[config.mk]
export PLATFORM = sky130hd
export DESIGN_NAME = aes_blk_host_flat
export DESIGN_NICKNAME = d
export VERILOG_FILES = /design/src/rtl/aes_blk_host_if.sv /design/src/rtl/aes_blk_host.sv /design/src/flat_wrapper.sv
export SDC_FILE = /design/constraint.sdc
export NUM_CORES = 1
export LEC_CHECK = 0
export CAP_MARGIN = 20
export CORE_AREA = 2 2 202 204
export CTS_CLUSTER_DIAMETER = 50
export DETAILED_ROUTE_END_ITERATION = 12
export DIE_AREA = 0 0 204 206
export GPL_TIMING_DRIVEN = 0
export PLACE_DENSITY = 0.72
export SYNTH_ARGS = -nofsm -noshare
export SYNTH_HDL_FRONTEND = slang
export SYNTH_SLANG_ARGS = --single-unit
[constraint.sdc]
create_clock -name clock -period 7.6 [get_ports clock]
set_input_delay 1.52 -clock clock [delete_from_list [all_inputs] [get_ports clock]]
set_output_delay 1.52 -clock clock [all_outputs]
set_load 0.05 [all_outputs]
[src/rtl/aes_blk_host_if.sv]
// Block-interface bundle for aes_blk_host.
// It carries the upstream stream, the flow-controller offer/result path,
// the downstream stream, and the status/error flags.
// slave  = the host block's view; master = the environment driving it.
`ifndef BLOCK_DATA_WIDTH
`define BLOCK_DATA_WIDTH 128
`endif

interface aes_blk_host_if #(
  parameter int BW = `BLOCK_DATA_WIDTH
);
  logic [BW-1:0] up_data;
  logic          up_vld;
  logic          up_rdy;
  logic [BW-1:0] block_data_in;
  logic          block_data_in_vld;
  logic          data_accept;
  logic [BW-1:0] data_out;
  logic          data_out_vld;
  logic [BW-1:0] dn_data;
  logic          dn_vld;
  logic          dn_rdy;
  logic          busy;
  logic          err_clr;
  logic          err_unexp;
  logic          timeout_err;

  modport slave (
    input  up_data, up_vld, data_accept, data_out, data_out_vld, dn_rdy, err_clr,
    output up_rdy, block_data_in, block_data_in_vld, dn_data, dn_vld, busy,
           err_unexp, timeout_err
  );

  modport master (
    output up_data, up_vld, data_accept, data_out, data_out_vld, dn_rdy, err_clr,
    input  up_rdy, block_data_in, block_data_in_vld, dn_data, dn_vld, busy,
           err_unexp, timeout_err
  );
endinterface

[src/rtl/aes_blk_host.sv]
// aes_blk_host: host-side block transmitter/collector for the AES flow controller.
// A 2-entry queue feeds one block at a time to the flow controller.
// The returned result lands in a single output register drained downstream.
// Optional watchdog on the BUSY wait is enabled by defining AES_HOST_TIMEOUT_EN.
`ifndef BLOCK_DATA_WIDTH
`define BLOCK_DATA_WIDTH 128
`endif

module aes_blk_host #(
  parameter int BW      = `BLOCK_DATA_WIDTH,
  parameter int TIMEOUT = 1024
) (
  input  logic          clock,
  input  logic          reset,
  aes_blk_host_if.slave bus
);

  typedef enum logic [1:0] {S_IDLE, S_OFFER, S_BUSY} state_t;

  state_t        r_state;
  logic          r_offer;
  logic          r_busy;
  logic [BW-1:0] r_dn_data;
  logic          r_dn_vld;
  logic          r_err_unexp;
  logic [BW-1:0] r_mem [2];
  logic [1:0]    r_count;
  logic          r_rd_ptr;
  logic          r_wr_ptr;

  logic w_up_rdy;
  logic w_push;
  logic w_pop;
  logic w_out_free;
  logic w_capture;
  logic w_err_set;
  logic w_tmo_fire;

  if (TIMEOUT < 2 || TIMEOUT > 65535) begin : g_bad_timeout
    $error("aes_blk_host: TIMEOUT must lie in 2..65535");
  end

  assign w_up_rdy   = (r_count != 2'd2);
  assign w_push     = bus.up_vld && w_up_rdy;
  assign w_pop      = (r_state == S_OFFER) && bus.data_accept;
  // The result register may be reused if it is empty or draining this cycle.
  assign w_out_free = !r_dn_vld || bus.dn_rdy;
  assign w_capture  = (r_state == S_BUSY) && bus.data_out_vld;
  assign w_err_set  = (bus.data_accept && (r_state != S_OFFER)) ||
                      (bus.data_out_vld && (r_state != S_BUSY));

`ifdef AES_HOST_TIMEOUT_EN
  localparam logic [15:0] TMO_LAST = 16'(TIMEOUT - 1);

  logic [15:0] r_tmo_cnt;
  logic        r_tmo_err;

  // A result arriving on the deadline cycle takes precedence over the watchdog.
  assign w_tmo_fire = (r_state == S_BUSY) && !bus.data_out_vld && (r_tmo_cnt == TMO_LAST);

  // Count cycles spent waiting in BUSY; restart on every launch.
  always_ff @(posedge clock or negedge reset) begin
    if (!reset) begin
      r_tmo_cnt <= '0;
    end else if (w_pop) begin
      r_tmo_cnt <= '0;
    end else if (r_state == S_BUSY) begin
      r_tmo_cnt <= r_tmo_cnt + 16'd1;
    end
  end

  // Sticky watchdog flag; a firing in the clear cycle keeps it set.
  always_ff @(posedge clock or negedge reset) begin
    if (!reset) begin
      r_tmo_err <= 1'b0;
    end else if (w_tmo_fire) begin
      r_tmo_err <= 1'b1;
    end else if (bus.err_clr) begin
      r_tmo_err <= 1'b0;
    end
  end

  assign bus.timeout_err = r_tmo_err;
`else
  assign w_tmo_fire      = 1'b0;
  assign bus.timeout_err = 1'b0;
`endif

  // Queue occupancy and pointers; a full queue refuses pushes even while popping.
  always_ff @(posedge clock or negedge reset) begin
    if (!reset) begin
      r_count  <= '0;
      r_rd_ptr <= 1'b0;
      r_wr_ptr <= 1'b0;
    end else begin
      if (w_push) r_wr_ptr <= ~r_wr_ptr;
      if (w_pop)  r_rd_ptr <= ~r_rd_ptr;
      case ({w_push, w_pop})
        2'b10:   r_count <= r_count + 2'd1;
        2'b01:   r_count <= r_count - 2'd1;
        default: r_count <= r_count;
      endcase
    end
  end

  // Queue storage; contents are qualified by r_count so no reset is needed.
  always_ff @(posedge clock) begin
    if (w_push) r_mem[r_wr_ptr] <= bus.up_data;
  end

  // Offer/busy sequencing plus the result register it guards.
  always_ff @(posedge clock or negedge reset) begin
    if (!reset) begin
      r_state   <= S_IDLE;
      r_offer   <= 1'b0;
      r_busy    <= 1'b0;
      r_dn_data <= '0;
      r_dn_vld  <= 1'b0;
    end else begin
      if (w_capture) begin
        r_dn_data <= bus.data_out;
        r_dn_vld  <= 1'b1;
      end else if (bus.dn_rdy) begin
        r_dn_vld  <= 1'b0;
      end
      case (r_state)
        // A block pushed this cycle counts, so an empty queue offers one cycle after the push.
        S_IDLE: begin
          if ((r_count != 2'd0 || w_push) && w_out_free) begin
            r_state <= S_OFFER;
            r_offer <= 1'b1;
            r_busy  <= 1'b1;
          end
        end
        S_OFFER: begin
          if (bus.data_accept) begin
            r_state <= S_BUSY;
            r_offer <= 1'b0;
          end
        end
        S_BUSY: begin
          if (w_capture || w_tmo_fire) begin
            r_state <= S_IDLE;
            r_busy  <= 1'b0;
          end
        end
        default: begin
          r_state <= S_IDLE;
          r_offer <= 1'b0;
          r_busy  <= 1'b0;
        end
      endcase
    end
  end

  // Sticky protocol-violation flag; a new violation beats a clear.
  always_ff @(posedge clock or negedge reset) begin
    if (!reset) begin
      r_err_unexp <= 1'b0;
    end else if (w_err_set) begin
      r_err_unexp <= 1'b1;
    end else if (bus.err_clr) begin
      r_err_unexp <= 1'b0;
    end
  end

  assign bus.up_rdy            = w_up_rdy;
  assign bus.block_data_in     = (r_count != 2'd0) ? r_mem[r_rd_ptr] : '0;
  assign bus.block_data_in_vld = r_offer;
  assign bus.busy              = r_busy;
  assign bus.dn_data           = r_dn_data;
  assign bus.dn_vld            = r_dn_vld;
  assign bus.err_unexp         = r_err_unexp;

endmodule

[src/flat_wrapper.sv]
// flat-port wrapper written by rule: the top's interface ports become plain ports
module aes_blk_host_flat 
#(
  parameter int BW      = `BLOCK_DATA_WIDTH,
  parameter int TIMEOUT = 1024
)
  (clock, reset, bus_up_data, bus_up_vld, bus_data_accept, bus_data_out, bus_data_out_vld, bus_dn_rdy, bus_err_clr, bus_up_rdy, bus_block_data_in, bus_block_data_in_vld, bus_dn_data, bus_dn_vld, bus_busy, bus_err_unexp, bus_timeout_err);
  aes_blk_host_if #(.BW(BW)) bus_i ();
  input  logic clock;
  input  logic reset;
  input wire logic [$bits(bus_i.up_data)-1:0] bus_up_data;
  input wire logic [$bits(bus_i.up_vld)-1:0] bus_up_vld;
  input wire logic [$bits(bus_i.data_accept)-1:0] bus_data_accept;
  input wire logic [$bits(bus_i.data_out)-1:0] bus_data_out;
  input wire logic [$bits(bus_i.data_out_vld)-1:0] bus_data_out_vld;
  input wire logic [$bits(bus_i.dn_rdy)-1:0] bus_dn_rdy;
  input wire logic [$bits(bus_i.err_clr)-1:0] bus_err_clr;
  output wire logic [$bits(bus_i.up_rdy)-1:0] bus_up_rdy;
  output wire logic [$bits(bus_i.block_data_in)-1:0] bus_block_data_in;
  output wire logic [$bits(bus_i.block_data_in_vld)-1:0] bus_block_data_in_vld;
  output wire logic [$bits(bus_i.dn_data)-1:0] bus_dn_data;
  output wire logic [$bits(bus_i.dn_vld)-1:0] bus_dn_vld;
  output wire logic [$bits(bus_i.busy)-1:0] bus_busy;
  output wire logic [$bits(bus_i.err_unexp)-1:0] bus_err_unexp;
  output wire logic [$bits(bus_i.timeout_err)-1:0] bus_timeout_err;
  assign bus_i.up_data = bus_up_data;
  assign bus_i.up_vld = bus_up_vld;
  assign bus_i.data_accept = bus_data_accept;
  assign bus_i.data_out = bus_data_out;
  assign bus_i.data_out_vld = bus_data_out_vld;
  assign bus_i.dn_rdy = bus_dn_rdy;
  assign bus_i.err_clr = bus_err_clr;
  assign bus_up_rdy = bus_i.up_rdy;
  assign bus_block_data_in = bus_i.block_data_in;
  assign bus_block_data_in_vld = bus_i.block_data_in_vld;
  assign bus_dn_data = bus_i.dn_data;
  assign bus_dn_vld = bus_i.dn_vld;
  assign bus_busy = bus_i.busy;
  assign bus_err_unexp = bus_i.err_unexp;
  assign bus_timeout_err = bus_i.timeout_err;
  aes_blk_host #(.BW(BW), .TIMEOUT(TIMEOUT)) u_core (.clock(clock), .reset(reset), .bus(bus_i));
endmodule
# == Word level (Yosys, flattened, before mapping) ==
# Memory sizes are Yosys's and may differ from the RTL's.
# Cells that the tools add are included.
# word_totals
regBits,138
inputBits,263
latch_bits,0
ramBits,256
romBits,0
memories,1
# op_classes
add_sub_neg,2
shift,0
n_bitwise,4
n_reduce_logical,18
mul,0
magnitude_cmp,0
n_mux,17
div,0
n_eq_ne,10
# memory_table
name,words,word_bits,rd,rd_ports_with_merged_regs,write_ports,line,rtl
u_core.r_mem,2,128,1,0,1,aes_blk_host.sv:26,logic [BW-1:0] r_mem [2];
# ops
operator,count
two-way mux 128 bit,1
two-way mux 1 bit,9
AND reduction 3 bit,3
nonzero test 2 bit,4
logical AND 1 bit,6
two-way mux 2 bit,3
!= test 2 x 1 -> 1 bit (second input constant),3
!= test 2 bit (second input constant),3
case mux 1 bit (3 select lines),2
case mux 2 bit (3 select lines),1
== test 2 x 1 -> 1 bit (second input constant),2
== test 2 bit (second input constant),2
inverter 1 bit,4
case mux 2 bit (2 select lines),1
logical OR 1 bit,3
adder 2 x 1 -> 2 bit (second input constant),1
logical NOT 2 bit,1
subtractor 2 x 1 -> 2 bit (second input constant),1
logical NOT 1 bit,1

# == Longest topological paths before layout ==
# depth
ltp_word,6
ltp_mapped,7
depth_no_buf,7

# == Least setup slack after synthesis ==
# Ideal clock, no wire load.
# synth_timing
path_type,input port to flip-flop
from,in bus_up_vld
to,"mem u_core.r_mem[0][0] in the netlist's numbering, enable pin"
t_required_ns,6.983
path_slack_ns,0.025
stages,2
n_path_buf,0
setup_time_ns,0.617
arrival_time_ns,6.958
path_cell_list,nand2_1 nor2_1
# synth_via
elab_chain_cells,3
# synth_lines
item,line,rtl
"start, declared",flat_wrapper.sv:12,input wire logic [$bits(bus_i.up_vld)-1:0] bus_up_vld;
logical AND 1 bit,aes_blk_host.sv:44,assign w_push = bus.up_vld && w_up_rdy;
two-way mux 1 bit,aes_blk_host.sv:108,if (w_push) r_mem[r_wr_ptr] <= bus.up_data;
two-way mux 1 bit (implied by the code),aes_blk_host.sv:108,
"end, declared",aes_blk_host.sv:26,
# No other way between the ends.

# == Worst setup path in the final report ==
# layout_timing
from,reg u_core.r_rd_ptr
to,out bus_block_data_in[31]
# layout_via
elab_chain_cells,2
# layout_lines
item,line,rtl
"start, declared",aes_blk_host.sv:28,logic r_rd_ptr;
"start signal, assigned",aes_blk_host.sv:97,if (w_pop) r_rd_ptr <= ~r_rd_ptr;
memory read (2 x 128 bit),n/a,
two-way mux 128 bit,aes_blk_host.sv:168,assign bus.block_data_in = (r_count != 2'd0) ? r_mem[r_rd_ptr] : '0;
"end, declared",flat_wrapper.sv:19,output wire logic [$bits(bus_i.block_data_in)-1:0] bus_block_data_in;
# No other way between the ends.

==> flow_summary.ini <==
[logic_synthesis]
synth.most_common_cell = edfxtp_1
synthArstFlopShare = 0.350
ys_warn_count = 0
synth.area.top_cells = edfxtp_1 (52%), dfrtp_1 (23%), mux2_2 (9.7%), mux2i_1 (8.6%), nor2_1 (3.4%)
synth-seq-cells = 394
yosys.area.top_type = edfxtp_1
synth_common_cells = edfxtp_1 (256), dfrtp_1 (138), nor2_1 (133)
postSynthAreaPerCell_um2 = 17.3
ys_seq_area_frac = 0.751
syn_area_um2 = 14800
synth_cell_types = 27
synth_top_cell_area_share = 0.518
yosys_most_used_dff = edfxtp_1
synth_cells = 858
synthesis.nets = 1122
synth_edf_count = 256

[floorplan]
placementRows = 74
core_um2 = 40200
initial_utilization = 0.369
ios = 525
fp.dieH_um = 206
fp.dieW_um = 204
die_area_um2 = 42000

[worst_setup_path]
reg2reg_slack_ns = 4.93
crit_type = reg2out
worstSetupStartpointType = flop
worst_ep_required_time_ns = 6.08
critPathArrivalTime_ns = 2.98
cp-end-kind = output pin
crit_fanout = 10

[final_layout]
drive_above_1_share = 0.154
nets = 1698
fin_area_um2 = 22300
area_growth_pct = 50.3

[clock_tree]
cts_buffers = 44
clock_path_buffers = 3
htree_levels = 2
clockRootBuffer = clkbuf_16
post_cts_resized = 0
cts_tree = done
path_clk_slew_ns = 0.06
cts.sinks = 394
clk_latency_ns = 0.56
post_cts.repair.setup_buffers = 0
hold_buffers = 0

[global_routing]
grt_first_pass_wirelength_mm = 58.1
grt_max_degree = 96
grt_usage = 0.186
grt_pass1_vias = 9718
antenna_found_initial = 6
gr-total-overflow = 0

[detailed_routing]
dr.pass1.iters = 5
num_vias = 9282
drt-wirelength-per-cell_um = 20.2
drt_iter0_markers = 367
met1_length_mm = 14.3
met2_length_mm = 20.4
routed_wl_mm = 40.5
highest_layer = met5
met3WireLength_mm = 4.11
antenna_left = 0
vias_per_cell = 4.64
drc = 0

[timing]
final-setup-viol-count = 0
finalCriticalPeriod_ns = 4.50
maxSlewHeadroom = 0.536
layout_setup_ws_ns = 3.10
setup_tns_ns = 0
tightest_slew_ns = 0.694
fmax_ghz = 0.222
fin_skew_ns = 0.0259
rsz0062_at_grt = false
drv_slew = 0
fin_hold_ws_ns = 0.501
finalHoldViolations = 0
period_share = 0.592

[run_status]
status = finished, final reports clean

[placed_design]
place_area_um2 = 20900
dp_slack_ns = 3.51
hpwl_mm = 30.4
place.gp.congestion = 0.790
port_buffers = 523

[hold_path]
min_path_type = reg2reg

[power_and_ir_drop]
ir_drop_uv = 310
p_per_area_nw_per_um2 = 519
total_power_w = 0.0116
leakage_nw = 8.65

[run]
drv_cap = 0
[worst max-delay path, stage by stage, from the launching register on]
cell	delay (ns)
dfrtp_1	0.36
clkbuf_1	0.12
buf_2	0.29
buf_2	0.37
mux2i_1	0.13
nor2_1	0.18
clkdlybuf4s50_1	0.94
[flip-flops by register name (all words and copies together) (netlist names)]
name	cells
u_core.r_count	2
u_core.r_wr_ptr	1
u_core.bus.dn_vld	1
u_core.r_state	2
u_core.r_mem	256
u_core.bus.err_unexp	1
u_core.bus.busy	1
u_core.r_rd_ptr	1
u_core.bus.block_data_in_vld	1
u_core.bus.dn_data	128
[cell usage in the layout (no fill, tap or decap)]
cell type          n
diode_2            4
ha_1               1
nand2b_1           2
nor2_4             1
xnor2_1            4
buf_16             3
xor2_1             1
mux2i_1          128
o211ai_1           1
clkdlybuf4s50_1  522
clkbuf_1          24
buf_1              3
edfxtp_1         256
mux2_2           128
inv_8              1
clkinv_8           1
buf_12             4
nand2_1            1
buf_4              3
buf_2             17
bufinv_16          3
or2b_1             1
o21ai_0            6
clkinv_4           1
o22ai_1            1
or3_1              1
clkbuf_16         46
nand3_2            1
dfrtp_1          138
a21oi_1            2
nand3_1            1
nor3_1             1
conb_1             1
inv_1              5
clkinv_2           3
and3_4             1
nor2_1           132
buf_6             13
clkinv_1           8
[metal layers]
layer  vias to the layer above  global-route usage
li1                       4287                   -
met1                      4507               0.193
met2                       403               0.325
met3                        83              0.0817
met4                         2              0.0844
met5                         -                   0
[cells by family after synthesis]
logic type | synth area share
flip-flops | 0.751
AND/OR/NAND/NOR | 0.0374
other | 0.000253
AO/OA/AOI/OAI | 0.00363
multiplexers | 0.183
adder cells (fa/ha/maj) | 0.000843
buffers and inverters | 0.0207
XOR/XNOR | 0.00295
[path summary, 6_finish.rpt]
path	start	endpoint	cells after the start
max	u_core.r_rd_ptr	bus_block_data_in[31]	6
max in group asynchronous	reset	u_core.bus.dn_data[16]	2
min	u_core.bus.dn_data[69]	u_core.bus.dn_data[69]	1
min in group asynchronous	reset	u_core.bus.dn_data[8]	1
min reg2reg	u_core.bus.dn_data[69]	u_core.bus.dn_data[69]	1
max reg2reg	u_core.r_count[0]	u_core.r_mem[0][81]	7
[final cells by class]
type | instances | area, µm²
Fill cell | 3194 | 17900
Sequential cell | 394 | 11100
Timing Repair Buffer | 530 | 5400
Multi-Input combinational cell | 415 | 3400
Clock buffer | 61 | 1210
Tap cell | 532 | 666
Buffer | 44 | 288
Clock inverter | 17 | 171
Inverter | 5 | 18.8
Antenna cell | 4 | 10.0
[power by group]
part / leakage [nW] / internal, W / switching, W
clock network: 0.668 / 0.00121 / 0.000822
registers: 4.03 / 0.00303 / 0.000267
logic: 3.95 / 0.00210 / 0.00414
[through the flow]
stage	util	instances
2_1_floorplan	-	858
5_1_grt	0.555	2001
6_report	0.555	2002
4_1_cts	0.555	1998
3_5_place_dp	0.521	1920
3_3_place_gp	0.516	1913
Power figures use the tool's default switching activity.
